<file path="config.mk">
export PLATFORM = sky130hd
export DESIGN_NAME = frame_sync_cmd_scheduler
export DESIGN_NICKNAME = d
export VERILOG_FILES = /design/src/rtl/frame_sync_cmd_pkg.sv /design/src/rtl/cmd_fifo.sv /design/src/rtl/frame_sync_cmd_scheduler.sv
export SDC_FILE = /design/constraint.sdc
export NUM_CORES = 1
export LEC_CHECK = 0
export BUFFER_PORTS_ARGS = -buffer_cell sky130_fd_sc_hd__buf_2
export CORE_MARGIN = 2
export CORE_UTILIZATION = 55
export CTS_CLUSTER_SIZE = 40
export DETAILED_ROUTE_END_ITERATION = 10
export GPL_TIMING_DRIVEN = 0
export PLACE_DENSITY = 0.72
export SLEW_MARGIN = 5
export SYNTH_ARGS = -nofsm -noshare
export SYNTH_HDL_FRONTEND = slang
export SYNTH_SLANG_ARGS = --single-unit
export TNS_END_PERCENT = 100
</file>
<file path="constraint.sdc">
create_clock -name clk_i -period 6.05 [get_ports clk_i]
set_clock_uncertainty 0.15 [all_clocks]
set_input_delay 0.3025 -clock clk_i [delete_from_list [all_inputs] [get_ports clk_i]]
set_output_delay 0.3025 -clock clk_i [all_outputs]
set_load 0.03 [all_outputs]
</file>
<file path="src/rtl/frame_sync_cmd_pkg.sv">
// Shared types for the frame-synchronised configuration command scheduler.
package frame_sync_cmd_pkg;

  localparam int ADDR_WIDTH = 16;
  localparam int DATA_WIDTH = 32;

  typedef enum logic [0:0] {
    IDLE  = 1'b0,
    DRAIN = 1'b1
  } sched_state_t;

  typedef struct packed {
    logic [ADDR_WIDTH-1:0] addr;
    logic [DATA_WIDTH-1:0] data;
  } cmd_t;

endpackage

</file>
<file path="src/rtl/cmd_fifo.sv">
// Synchronous FIFO of configuration commands. Pointers and occupancy reset
// asynchronously; the storage array is left unreset because a cleared count
// makes any stale contents unreachable.
module cmd_fifo
  import frame_sync_cmd_pkg::*;
#(
  parameter int DEPTH = 16
) (
  input  logic                       clk_i,
  input  logic                       rst_n_i,
  input  logic                       push_i,
  input  cmd_t                       wdata_i,
  input  logic                       pop_i,
  output cmd_t                       rdata_o,
  output logic [$clog2(DEPTH+1)-1:0] count_o,
  output logic                       full_o,
  output logic                       empty_o
);

  localparam int PW = $clog2(DEPTH);
  localparam int CW = $clog2(DEPTH+1);

  cmd_t            r_mem [DEPTH];
  logic [PW-1:0]   r_wr_ptr;
  logic [PW-1:0]   r_rd_ptr;
  logic [CW-1:0]   r_count;
  logic            w_do_push;
  logic            w_do_pop;

  assign full_o    = (r_count == CW'(DEPTH));
  assign empty_o   = (r_count == '0);
  assign w_do_push = push_i && !full_o;
  assign w_do_pop  = pop_i && !empty_o;
  assign rdata_o   = r_mem[r_rd_ptr];
  assign count_o   = r_count;

  // Storage write; DEPTH is a power of two so pointers wrap naturally.
  always_ff @(posedge clk_i) begin
    if (w_do_push) begin
      r_mem[r_wr_ptr] <= wdata_i;
    end
  end

  // Pointer and occupancy tracking; push and pop together leave count as is.
  always_ff @(posedge clk_i or negedge rst_n_i) begin
    if (!rst_n_i) begin
      r_wr_ptr <= '0;
      r_rd_ptr <= '0;
      r_count  <= '0;
    end else begin
      if (w_do_push) begin
        r_wr_ptr <= r_wr_ptr + 1'b1;
      end
      if (w_do_pop) begin
        r_rd_ptr <= r_rd_ptr + 1'b1;
      end
      if (w_do_push && !w_do_pop) begin
        r_count <= r_count + CW'(1);
      end else if (w_do_pop && !w_do_push) begin
        r_count <= r_count - CW'(1);
      end
    end
  end

endmodule

</file>
<file path="src/rtl/frame_sync_cmd_scheduler.sv">
// Holds host configuration writes in a FIFO and releases them to the
// configuration register block only at frame boundaries (or continuously in
// immediate mode). Each drain releases exactly the entries present when it
// started, so writes landing mid-drain wait for the next boundary.
module frame_sync_cmd_scheduler #(
  parameter int ADDR_WIDTH = 16,
  parameter int DATA_WIDTH = 32,
  parameter int DEPTH      = 16
) (
  input  logic                        clk_i,
  input  logic                        rst_n_i,
  input  logic                        up_valid_i,
  output logic                        up_ready_o,
  input  logic [ADDR_WIDTH-1:0]       up_addr_i,
  input  logic [DATA_WIDTH-1:0]       up_data_i,
  input  logic                        frame_end_i,
  input  logic                        immediate_i,
  output logic                        dn_valid_o,
  output logic [ADDR_WIDTH-1:0]       dn_addr_o,
  output logic [DATA_WIDTH-1:0]       dn_data_o,
  output logic [$clog2(DEPTH+1)-1:0]  pending_o,
  output logic                        busy_o
);

  import frame_sync_cmd_pkg::cmd_t;
  import frame_sync_cmd_pkg::sched_state_t;
  import frame_sync_cmd_pkg::IDLE;
  import frame_sync_cmd_pkg::DRAIN;

  localparam int CW = $clog2(DEPTH+1);

  sched_state_t           r_state;
  sched_state_t           w_state_nxt;
  logic [CW-1:0]          r_quota;
  logic                   r_deferred;
  logic                   r_dn_valid;
  logic [ADDR_WIDTH-1:0]  r_dn_addr;
  logic [DATA_WIDTH-1:0]  r_dn_data;

  logic                   w_push;
  logic                   w_pop;
  logic                   w_start;
  logic [CW-1:0]          w_count;
  logic                   w_full;
  logic                   w_empty;
  cmd_t                   w_wr_cmd;
  cmd_t                   w_rd_cmd;

  assign up_ready_o = !w_full;
  assign w_push     = up_valid_i && up_ready_o;
  assign w_pop      = (r_state == DRAIN) && (r_quota != '0);
  assign w_wr_cmd   = '{addr: up_addr_i, data: up_data_i};

  cmd_fifo #(
    .DEPTH (DEPTH)
  ) u_fifo (
    .clk_i   (clk_i),
    .rst_n_i (rst_n_i),
    .push_i  (w_push),
    .wdata_i (w_wr_cmd),
    .pop_i   (w_pop),
    .rdata_o (w_rd_cmd),
    .count_o (w_count),
    .full_o  (w_full),
    .empty_o (w_empty)
  );

  // Next-state: start a drain on any trigger when work is queued; leave
  // DRAIN on the pop that exhausts the snapshot quota.
  always_comb begin
    w_state_nxt = r_state;
    w_start     = 1'b0;
    case (r_state)
      IDLE: begin
        if ((frame_end_i || r_deferred || immediate_i) && !w_empty) begin
          w_state_nxt = DRAIN;
          w_start     = 1'b1;
        end
      end
      DRAIN: begin
        if (r_quota == CW'(1)) begin
          w_state_nxt = IDLE;
        end
      end
      default: w_state_nxt = IDLE;
    endcase
  end

  // State register.
  always_ff @(posedge clk_i or negedge rst_n_i) begin
    if (!rst_n_i) begin
      r_state <= IDLE;
    end else begin
      r_state <= w_state_nxt;
    end
  end

  // Quota snapshot at drain entry; a boundary seen mid-drain is remembered.
  always_ff @(posedge clk_i or negedge rst_n_i) begin
    if (!rst_n_i) begin
      r_quota    <= '0;
      r_deferred <= 1'b0;
    end else begin
      if (w_start) begin
        r_quota    <= w_count;
        r_deferred <= 1'b0;
      end else begin
        if (w_pop) begin
          r_quota <= r_quota - CW'(1);
        end
        if ((r_state == DRAIN) && frame_end_i) begin
          r_deferred <= 1'b1;
        end
      end
    end
  end

  // Output register: strobe per pop, address/data hold between strobes.
  always_ff @(posedge clk_i or negedge rst_n_i) begin
    if (!rst_n_i) begin
      r_dn_valid <= 1'b0;
      r_dn_addr  <= '0;
      r_dn_data  <= '0;
    end else begin
      r_dn_valid <= w_pop;
      if (w_pop) begin
        r_dn_addr <= w_rd_cmd.addr;
        r_dn_data <= w_rd_cmd.data;
      end
    end
  end

  assign dn_valid_o = r_dn_valid;
  assign dn_addr_o  = r_dn_addr;
  assign dn_data_o  = r_dn_data;
  assign pending_o  = w_count;
  assign busy_o     = (r_state == DRAIN);

endmodule

</file>
==> impl_metrics.toml, run 1 <==
[setup_path]
cp_max_fo = 9
critPathTopFamily = "simple AND/OR/NAND/NOR gates"
path_class = "reg -> reg"
r2r-start = "u_fifo.count_o[2]"
crit_start = "u_fifo.count_o[2]"
r2r_cells = 8
crit_required_ns = 6.20
cp_slowest_cell = "nor3_2"
cp-end-kind = "flop"
arrival_ns = 3.37
slowest_delay_ns = 0.73
crit_chain = "nor4_1 -> nand2_1 -> and2_1 -> clkbuf_1 -> nand2_1 -> nor3_2 -> buf_4 -> buf_4"
worst-path-stages = 8
start_kind = "flop"
cp_num_buf_inv = 3

[place]
portBuffers = 108
dp_hpwl_um = 45100
routabilityCongestion = 0.750

[pwr]
powerDensity_nw_per_um2 = 493
vdd_drop_max_mv = 0.302
power.total_uw = 18500
p_leak_uw = 0.0123

[layout]
synthToLayoutAreaGrowth_pct = 17.8
drive_gt1_frac = 0.340
layout.nets = 1774
n_fill_cell = 3710
final_common_cell = "edfxtp_1"
num_antenna_cells = 0
layout_common_cells = "edfxtp_1 (768), mux4_2 (192), buf_2 (127)"

[die]
fp.dieArea_um2 = 59900
fp.dieW_um = 245
chipHeight_um = 245
io_pins = 109
coreArea_um2 = 57500
start_util = 0.555
fp-row-count = 88

[job]
cap_violations = 0

[global_route]
gr-total-overflow = 0
grt_max_degree = 42
grt.total_usage = 0.244
antenna_found_initial = 0
grt_first_pass_wirelength_um = 106000
grt_pass1_vias = 16429

[synth]
synth_compound_area_frac = 0.0357
synthSimpleGateAreaFrac = 0.00722
yosys_warnings = 0
synth_mux_area_frac = 0.153
yosys.area_share.adder = 0.00573
syn_avg_cell_area_um2 = 22.6
synth_cells = 1411
syn-num-nets = 1478
ys_ff_latch = 837
syn_area_um2 = 31900
synth_cell_types = 37
ys_seq_area_frac = 0.778
synth-xor-area-share = 0.00357
synth_top_family_by_area = "multiplexers"

[timing]
hold_viol = 0
relSlewSlack = 0.319
tns_ns = 0
max_freq_ghz = 0.310
min_period_ns = 3.22
worstMarginPinSlew_ns = 1.02
setup_viol = 0
rsz0062_at_grt = "false"
drv_slew = 0
finalCritPeriodShare = 0.532

[detailed_routing]
wl_um = 71400
vias = 15854
drt_iter0_drc = 1589
ant_nets = 0
wl_per_cell_um = 28.1
drt-vias-per-instance = 6.24
drc = 0
drt_pass1_iterations = 5

[clock_network]
cts_sinks = 837
ctsHoldBuffers = 51
cts_resized = 0
clockBufferDepth = 3
cts_tree = "built"
clockRootBuffer = "clkbuf_16"
post_cts.repair.setup_buffers = 0
cts_max_level = 3
clock_latency_ns = 0.62
cts_made_buffers = 84
cts.clk_slew.worst_paths_ns = 0.06

[worst_hold_path]
hold_path_class = "in -> async"

[outcome]
status = "finished, final reports clean"
[sequential cells by signal, summed over array words and instances, names as in the netlist]
name / flops
u_fifo.r_rd_ptr: 4
dn_valid_o: 1
u_fifo.count_o: 5
dn_addr_o: 16
busy_o: 1
u_fifo.r_wr_ptr: 4
dn_data_o: 32
r_quota: 5
u_fifo.r_mem: 768
r_deferred: 1
[metrics by stage]
step | utilization | cell area, um^2 | setup WS [ns] | cells | hold WS (ns)
floorplan | - | 31900 | 0.567 | 1411 | -0.143
global placement | 0.581 | 33400 | -3.02 | 2284 | 0.377
detailed placement | 0.597 | 34300 | 2.84 | 2335 | 0.143
CTS | 0.653 | 37600 | 2.81 | 2540 | 0.0266
global route | 0.653 | 37600 | 2.63 | 2540 | 0.0798
finish | 0.653 | 37600 | 2.83 | 2540 | 0.0310
[final timing paths]
| path | to | slack (ns) |
|---|---|---|
| setup / recovery | u_fifo.r_mem[0][8] | 2.83 |
| hold / removal | u_fifo.count_o[0] | 0.03 |
| setup reg to reg | u_fifo.r_mem[0][8] | 2.83 |
| hold reg to reg | u_fifo.count_o[4] | 0.41 |
| max in group asynchronous | dn_addr_o[7] | 5.05 |
| min in group clk_i | u_fifo.r_wr_ptr[0] | 0.17 |
[per-layer routing]
layer	global-route usage	up-vias	part of all wire
met1	0.349	8447	0.41
met3	0.0368	125	0.074
li1	-	6542	-
met2	0.394	740	0.49
met5	0	-	0
met4	0.0794	0	0.026
[logic make-up after synthesis]
family                     Yosys count
adders and majority gates           14
muxes                              242
and+or+nand+nor                     51
buffers and inverters               92
xor gates and xnor gates            13
DFF                                837
AOI/OAI and AO/OA                  162
[cells in the mapped netlist, drive strengths merged]
master / count / area, um^2
nor2: 17 / 63.8
buf: 41 / 345
nand2: 15 / 56.3
xnor2: 9 / 78.8
nor4: 1 / 6.26
dfrtp: 69 / 1730
xor2: 4 / 35.0
ha: 13 / 163
nor3: 8 / 45.0
a22o: 1 / 8.76
clkbuf: 38 / 143
a32o: 1 / 10.0
fa: 1 / 20.0
o22ai: 96 / 769
mux2i: 1 / 10.0
nand2b: 4 / 25.0
a221o: 1 / 10.0
a21boi: 1 / 11.3
and2: 1 / 6.26
nand3: 3 / 15.0
mux4: 192 / 4320
inv: 13 / 48.8
or2: 1 / 6.26
mux2: 49 / 552
edfxtp: 768 / 23100
a222oi: 3 / 30.0
a21oi: 52 / 260
o21ai: 6 / 30.0
a21o: 1 / 7.51
nand4: 1 / 6.26
[power breakdown]
| group | total [uW] | leakage, uW | internal [uW] | switching (uW) |
|---|---|---|---|---|
| registers | 7430 | 0.00771 | 7100 | 323 |
| logic | 5930 | 0.00325 | 2550 | 3380 |
| clock network | 5180 | 0.00135 | 3080 | 2100 |
[cell type report]
type                       count  area [um^2]  share of cell area
sequential                   837        24800               0.660
multi-input combinational    482         6660               0.177
clock buffer                 118         2330              0.0621
timing repair buffer         210         1870              0.0497
tap                          765          957              0.0255
buffer                        79          488              0.0130
clock inverter                36          417              0.0111
inverter                      13         48.8             0.00130
Note: power is estimated with default switching activity, not from simulation.
==> run 2: changes to the inputs <==
==> constraint.sdc (replaced) <==
create_clock -name clk_i -period 3.25 [get_ports clk_i]
set_clock_uncertainty 0.15 [all_clocks]
set_input_delay 0.1625 -clock clk_i [delete_from_list [all_inputs] [get_ports clk_i]]
set_output_delay 0.1625 -clock clk_i [all_outputs]
set_load 0.03 [all_outputs]
==> impl_metrics.toml, run 2 (synthesis gave the netlist of run 1 again) <==
[die]
fp.dieW_um = 245
chipHeight_um = 245
start_util = 0.555
coreArea_um2 = 57500
fp.dieArea_um2 = 59900
fp-row-count = 88
io_pins = 109

[timing]
hold_slack_ns = 0.0622
min_period_ns = 3.09
finalCritPeriodShare = 0.951
worstMarginPinSlew_ns = 1.07
max_freq_ghz = 0.324
drv_slew = 0
setup_viol = 0
relSlewSlack = 0.287
hold_viol = 0
rsz0062_at_grt = "false"

[pwr]
seq_power_share = 0.401
vdd_drop_max_mv = 0.557
p_switching_uw = 10800
p_comb_frac = 0.323
power.total_uw = 34500
p_int_uw = 23700
powerDensity_nw_per_um2 = 917
p_leak_uw = 0.0123
sw_frac_of_total = 0.314
clock_power_share = 0.276

[layout]
final_util = 0.655
synthToLayoutAreaGrowth_pct = 18.0
top_register = "u_fifo.r_mem"
n_fill_cell = 3661
multi_input_area_um2 = 6700
final_common_cell = "edfxtp_1"
seq_area_um2 = 24800
layout.nets = 1764
largest_reg_flops = 768
drive_gt1_frac = 0.336
num_antenna_cells = 0
layout_common_cells = "edfxtp_1 (768), mux4_2 (192), buf_2 (127)"

[clock_network]
cts_tree = "built"
cts_sinks = 837
clock_latency_ns = 0.63
cts_max_level = 3
cts.clk_slew.worst_paths_ns = 0.06
cts_made_buffers = 82
clockBufferDepth = 3
clockRootBuffer = "clkbuf_16"

[setup_path]
arrival_ns = 3.26
cp-end-kind = "flop"
cp_max_fo = 19
crit_required_ns = 3.42
path_class = "reg -> reg"
critPathTopFamily = "simple AND/OR/NAND/NOR gates"
start_kind = "flop"
crit_top_cell = "nand2_1"
cp_num_buf_inv = 3
slowest_delay_ns = 0.66
cp_slowest_cell = "nor2_4"
crit_chain = "nor4_2 -> nand2_1 -> and2_1 -> clkbuf_1 -> nand2_1 -> nor2_4 -> buf_12 -> buf_16"

[global_route]
gr-total-overflow = 0
grt_pass1_vias = 16330
antenna_found_initial = 2
grt_first_pass_wirelength_um = 106000
grt_max_degree = 44
grt.total_usage = 0.247

[detailed_routing]
drt_iter0_drc = 1626
wl_per_cell_um = 28.5
drt-vias-per-instance = 6.22
wl_um = 72200
drc = 0
drt_pass1_iterations = 5
met3_length_um = 5060
top_layer_used = "met4"
wirelength_met1_um = 30000
ant_nets = 0
vias = 15745
wl_met2_um = 35500

[place]
dp_hpwl_um = 43700
routabilityCongestion = 0.721
portBuffers = 108

[job]
cap_violations = 0

[worst_hold_path]
hold_path_class = "in -> reg"

[outcome]
status = "finished, final reports clean"
## run 2: cell count changes in the layout (fill, tap and decap cells not counted), moves of 2 or more
cell and change:
clkinv_1 +7, buf_12 -3, buf_4 -6, buf_16 +8
clkinv_2 -5, buf_8 +7, nor3_2 -4, nor3_4 +4
dfrtp_1 -4, nand2_2 +2, dfrtp_2 +4, nand2_1 -2
clkinvlp_4 -2, buf_6 -15
## run 2: layout make-up
cell class | instances | area share
multi-input combinational | 482 | 0.178
sequential | 837 | 0.659
inverter | 13 | 0.00130
buffer | 79 | 0.0130
clock inverter | 34 | 0.00948
timing repair buffer | 202 | 0.0512
tap | 765 | 0.0254
clock buffer | 119 | 0.0624
## run 2: power groups by stage
stage | Clock, uW | Combinational (uW) | Sequential, uW
global placement | 0 | 10400 | 14000
floorplan | 0 | 6920 | 14500
finish | 9510 | 11100 | 13800
detailed placement | 0 | 11000 | 14000
CTS | 9600 | 11200 | 13800
global route | 10000 | 11800 | 13900
## run 2: what timing repair did
| action | in CTS | in global routing |
|---|---|---|
| setup buffers | 0 | 4 |
| cloned | 0 | 0 |
| hold buffers | 53 | 0 |
| gates resized for setup | 1 | 2 |
| pin swaps | 0 | 1 |
| hold endpoints to repair | 839 | 0 |
| setup endpoints to repair | 1 | 16 |
## run 2: worst paths after layout
path,cells past startpoint,endpoint,slack (ns),startpoint
min in group asynchronous,4,dn_data_o[27],0.50,rst_n_i
max in group asynchronous,4,dn_data_o[3],2.15,rst_n_i
setup / recovery,8,u_fifo.r_mem[13][35],0.16,u_fifo.count_o[0]
hold / removal,4,u_fifo.r_wr_ptr[0],0.06,up_valid_i
hold reg to reg,1,u_fifo.count_o[4],0.39,u_fifo.count_o[4]
setup reg to reg,8,u_fifo.r_mem[13][35],0.16,u_fifo.count_o[0]
## run 2: routing by layer
| metal | vias up | track usage |
|---|---|---|
| li1 | 6529 | - |
| met4 | 0 | 0.0744 |
| met5 | - | 0 |
| met1 | 8393 | 0.355 |
| met3 | 115 | 0.0414 |
| met2 | 708 | 0.395 |
## run 2: worst reg2reg max path, stage by stage (launching register included)
cell and delay (ns):
dfrtp_2 0.42, nor4_2 0.08, nand2_1 0.08, and2_1 0.13
clkbuf_1 0.37, nand2_1 0.40, nor2_4 0.66, buf_12 0.27
buf_16 0.20
## run 2: stage by stage
step | TNS [ns] | instances | cell area [um^2] | worst slack, ns
after floorplan | -34.05 | 1411 | 32000 | -0.0895
after global placement | -749.07 | 2284 | 33500 | -1.36
after detailed placement | 0 | 2321 | 34300 | 0.0108
after CTS | 0 | 2527 | 37600 | 0.0642
after global routing | 0 | 2531 | 37600 | 0.0423
final | 0 | 2531 | 37600 | 0.159
==> run 3: changes to the inputs <==
--- a/config.mk
+++ b/config.mk
@@ -6,6 +6,7 @@
 export NUM_CORES = 1
 export LEC_CHECK = 0
 export BUFFER_PORTS_ARGS = -buffer_cell sky130_fd_sc_hd__buf_2
+export CAP_MARGIN = 40
 export CORE_MARGIN = 2
 export CORE_UTILIZATION = 55
 export CTS_CLUSTER_SIZE = 40
@@ -15,5 +16,6 @@
 export SLEW_MARGIN = 5
 export SYNTH_ARGS = -nofsm -noshare
 export SYNTH_HDL_FRONTEND = slang
+export SYNTH_HIERARCHICAL = 1
 export SYNTH_SLANG_ARGS = --single-unit
 export TNS_END_PERCENT = 100
==> constraint.sdc (replaced) <==
create_clock -name clk_i -period 3.1 [get_ports clk_i]
set_clock_uncertainty 0.15 [all_clocks]
set_input_delay 0.155 -clock clk_i [delete_from_list [all_inputs] [get_ports clk_i]]
set_output_delay 0.155 -clock clk_i [all_outputs]
set_load 0.03 [all_outputs]
==> impl_metrics.toml, run 3 <==
[pwr]
powerDensity_nw_per_um2 = 965
p_leak_uw = 0.0135
power.total_uw = 36900
vdd_drop_max_mv = 0.668

[global_route]
grt_pass1_vias = 17840
grt_first_pass_wirelength_um = 111000
grt.total_usage = 0.250
gr-total-overflow = 0
grt_max_degree = 53
antenna_found_initial = 2

[setup_path]
start_kind = "flop"
path_class = "reg -> reg"
r2r-start = "r_quota[0]"
crit_chain = "inv_1 -> ha_4 -> nor4b_4 -> nand2b_4 -> buf_12 -> inv_12 -> o21a_4 -> inv_6 -> ha_2 -> inv_2 -> fa_2 -> a21o_1 -> a21oi_2 -> mux2i_1 -> xnor2_1"
slowest_delay_ns = 0.38
cp-end-kind = "flop"
r2r_end = "u_fifo/count_o[4]"
crit_required_ns = 3.44
cp_max_fo = 17
cp_slowest_cell = "dfrtp_1"
r2r_cells = 15
arrival_ns = 3.34
r2r_slack_ns = 0.1

[place]
dp_worst_setup_slack_ns = -0.886
portBuffers = 108
dp_hpwl_um = 47200
dp_cells = 2634
routabilityCongestion = 0.759

[synth]
synth_mux_area_frac = 0.127
synth_cells = 1721
ys_seq_area_frac = 0.767
synth-xor-area-share = 0.00298
yosys-top-cells-area = "edfxtp_1 (71%), mux4_2 (6.7%), mux2i_1 (6.0%), dfrtp_1 (5.3%), nand2_1 (2.4%)"
yosysMostFrequentCell = "edfxtp_1"
ys_ff_latch = 837
synth_top_family_by_area = "multiplexers"
yosys_warnings = 6
yosys.area.top_type = "edfxtp_1"
synthSimpleGateAreaFrac = 0.0312
synthTopCellsByCount = "edfxtp_1 (768), nand2_1 (209), mux2i_1 (193)"
async_reset_ff_frac = 0.0824
syn-num-nets = 1786
yosys.area_share.adder = 0.00488
synth_edf_count = 768
synth_compound_area_frac = 0.0502
syn_avg_cell_area_um2 = 18.8
synth_cell_types = 39
synthFlopType = "edfxtp_1"
synth_top_cell_area_share = 0.713
syn_area_um2 = 32300

[clock_network]
cts_made_buffers = 81
clockRootBuffer = "clkbuf_16"
cts.clk_slew.worst_paths_ns = 0.06
cts_max_level = 3
cts_tree = "built"
clockBufferDepth = 3
clock_latency_ns = 0.62
cts_sinks = 837

[worst_hold_path]
worstHoldEndpoint = "r_deferred"
hold_depth = 4
hold_path_class = "in -> reg"
worstHoldStart = "frame_end_i"

[timing]
rsz0062_at_grt = "true"
setup_viol = 0
finalCritPeriodShare = 0.969
setup_ws_ns = 0.0972
worstMarginPinSlew_ns = 0.948
drv_slew = 0
max_freq_ghz = 0.333
hold_slack_ns = 0.198
relSlewSlack = 0.368
hold_viol = 0
min_period_ns = 3.00

[layout]
largest_reg_flops = 768
layout.nets = 2089
synthToLayoutAreaGrowth_pct = 18.3
final_common_cell = "edfxtp_1"
layout_common_cells = "edfxtp_1 (768), nand2_1 (207), mux2i_1 (193)"
instances_no_fill = 2857
drive_gt1_frac = 0.233
n_fill_cell = 3792
top_register = "u_fifo/r_mem"
num_antenna_cells = 0

[detailed_routing]
wl_per_cell_um = 26.1
ant_nets = 0
drc = 0
wl_um = 74500
vias = 17607
drt-vias-per-instance = 6.16
drt_iter0_drc = 1789
drt_pass1_iterations = 5

[die]
chipHeight_um = 246
fp.dieW_um = 246
fp-row-count = 88
start_util = 0.558
coreArea_um2 = 57900
fp.dieArea_um2 = 60700
io_pins = 109

[job]
cap_violations = 0

[outcome]
status = "finished, final reports clean"
[run 3: cell types whose count changed after synthesis, moves of 46 or more]
cell      delta
a21oi_1     -46
mux2_2      -47
nand2_1    +194
a22oi_1     +48
a221oi_1    +85
mux2i_1    +192
mux4_2      -96
o22ai_1     -68
o21ai_0     +49
[run 3: per-stage QoR]
step	setup TNS, ns	util	instance area [um^2]
after floorplan	-55.71	-	32400
final	0	0.660	38200
after CTS	0	0.658	38100
after global placement	-869.51	0.586	33900
after detailed placement	-5.40	0.601	34800
after global routing	-0.0385	0.660	38200
[run 3: per-layer routing]
metal	share of wire	global-route usage
met1	0.41	0.349
met5	0.00035	0
met4	0.024	0.0781
met3	0.074	0.0366
met2	0.49	0.412
[run 3: cell families after synthesis]
family,count (synthesis)
flops,837
simple gates,254
buf+inv,106
fa+ha+maj,12
xor+xnor,11
compound gates,211
mux,290
[run 3: report_power, final]
part	internal, uW	leakage [uW]	switching (uW)	total, uW
Clock	5750	0.00132	4010	9770
Combinational	4670	0.00443	8010	12700
Sequential	13900	0.00774	555	14400
[run 3: worst max-delay path by stage]
stage	start	end	cells after the start
floorplan	u_fifo/count_o[0]	u_fifo/r_mem[12][0]	6
global placement	u_fifo/count_o[0]	u_fifo/r_mem[14][10]	6
detailed placement	r_quota[0]	u_fifo/count_o[4]	16
CTS	r_quota[1]	u_fifo/count_o[4]	15
global route	r_quota[0]	u_fifo/count_o[4]	15
finish	r_quota[0]	u_fifo/count_o[4]	15
[run 3: repair_timing]
item / CTS / global route
buffers inserted: 8 / 9
hold endpoints to repair: 847 / 0
endpoints found under the setup margin: 65 / 82
hold buffers: 54 / 0
pin swaps: 2 / 6
gates resized for setup: 18 / 2
[run 3: cell type report]
cell class / count / area (um^2) / share of cell area
Multi-Input combinational cell: 778 / 7200 / 0.188
Tap cell: 765 / 957 / 0.0250
Sequential cell: 837 / 24800 / 0.648
Clock buffer: 110 / 2320 / 0.0608
Clock inverter: 41 / 349 / 0.00913
Inverter: 11 / 58.8 / 0.00154
Timing Repair Buffer: 221 / 2050 / 0.0536
Buffer: 94 / 514 / 0.0134
[run 3: worst max-delay path, delay by kind of cell, from the launching register on]
family / cells / cell delay [ns]
XOR/XNOR: 1 / 0.09
buffers and inverters: 5 / 0.46
multiplexers: 1 / 0.24
AO/OA/AOI/OAI: 3 / 0.48
adder cells (fa/ha/maj): 3 / 0.70
AND/OR/NAND/NOR: 2 / 0.35
flip-flops: 1 / 0.38
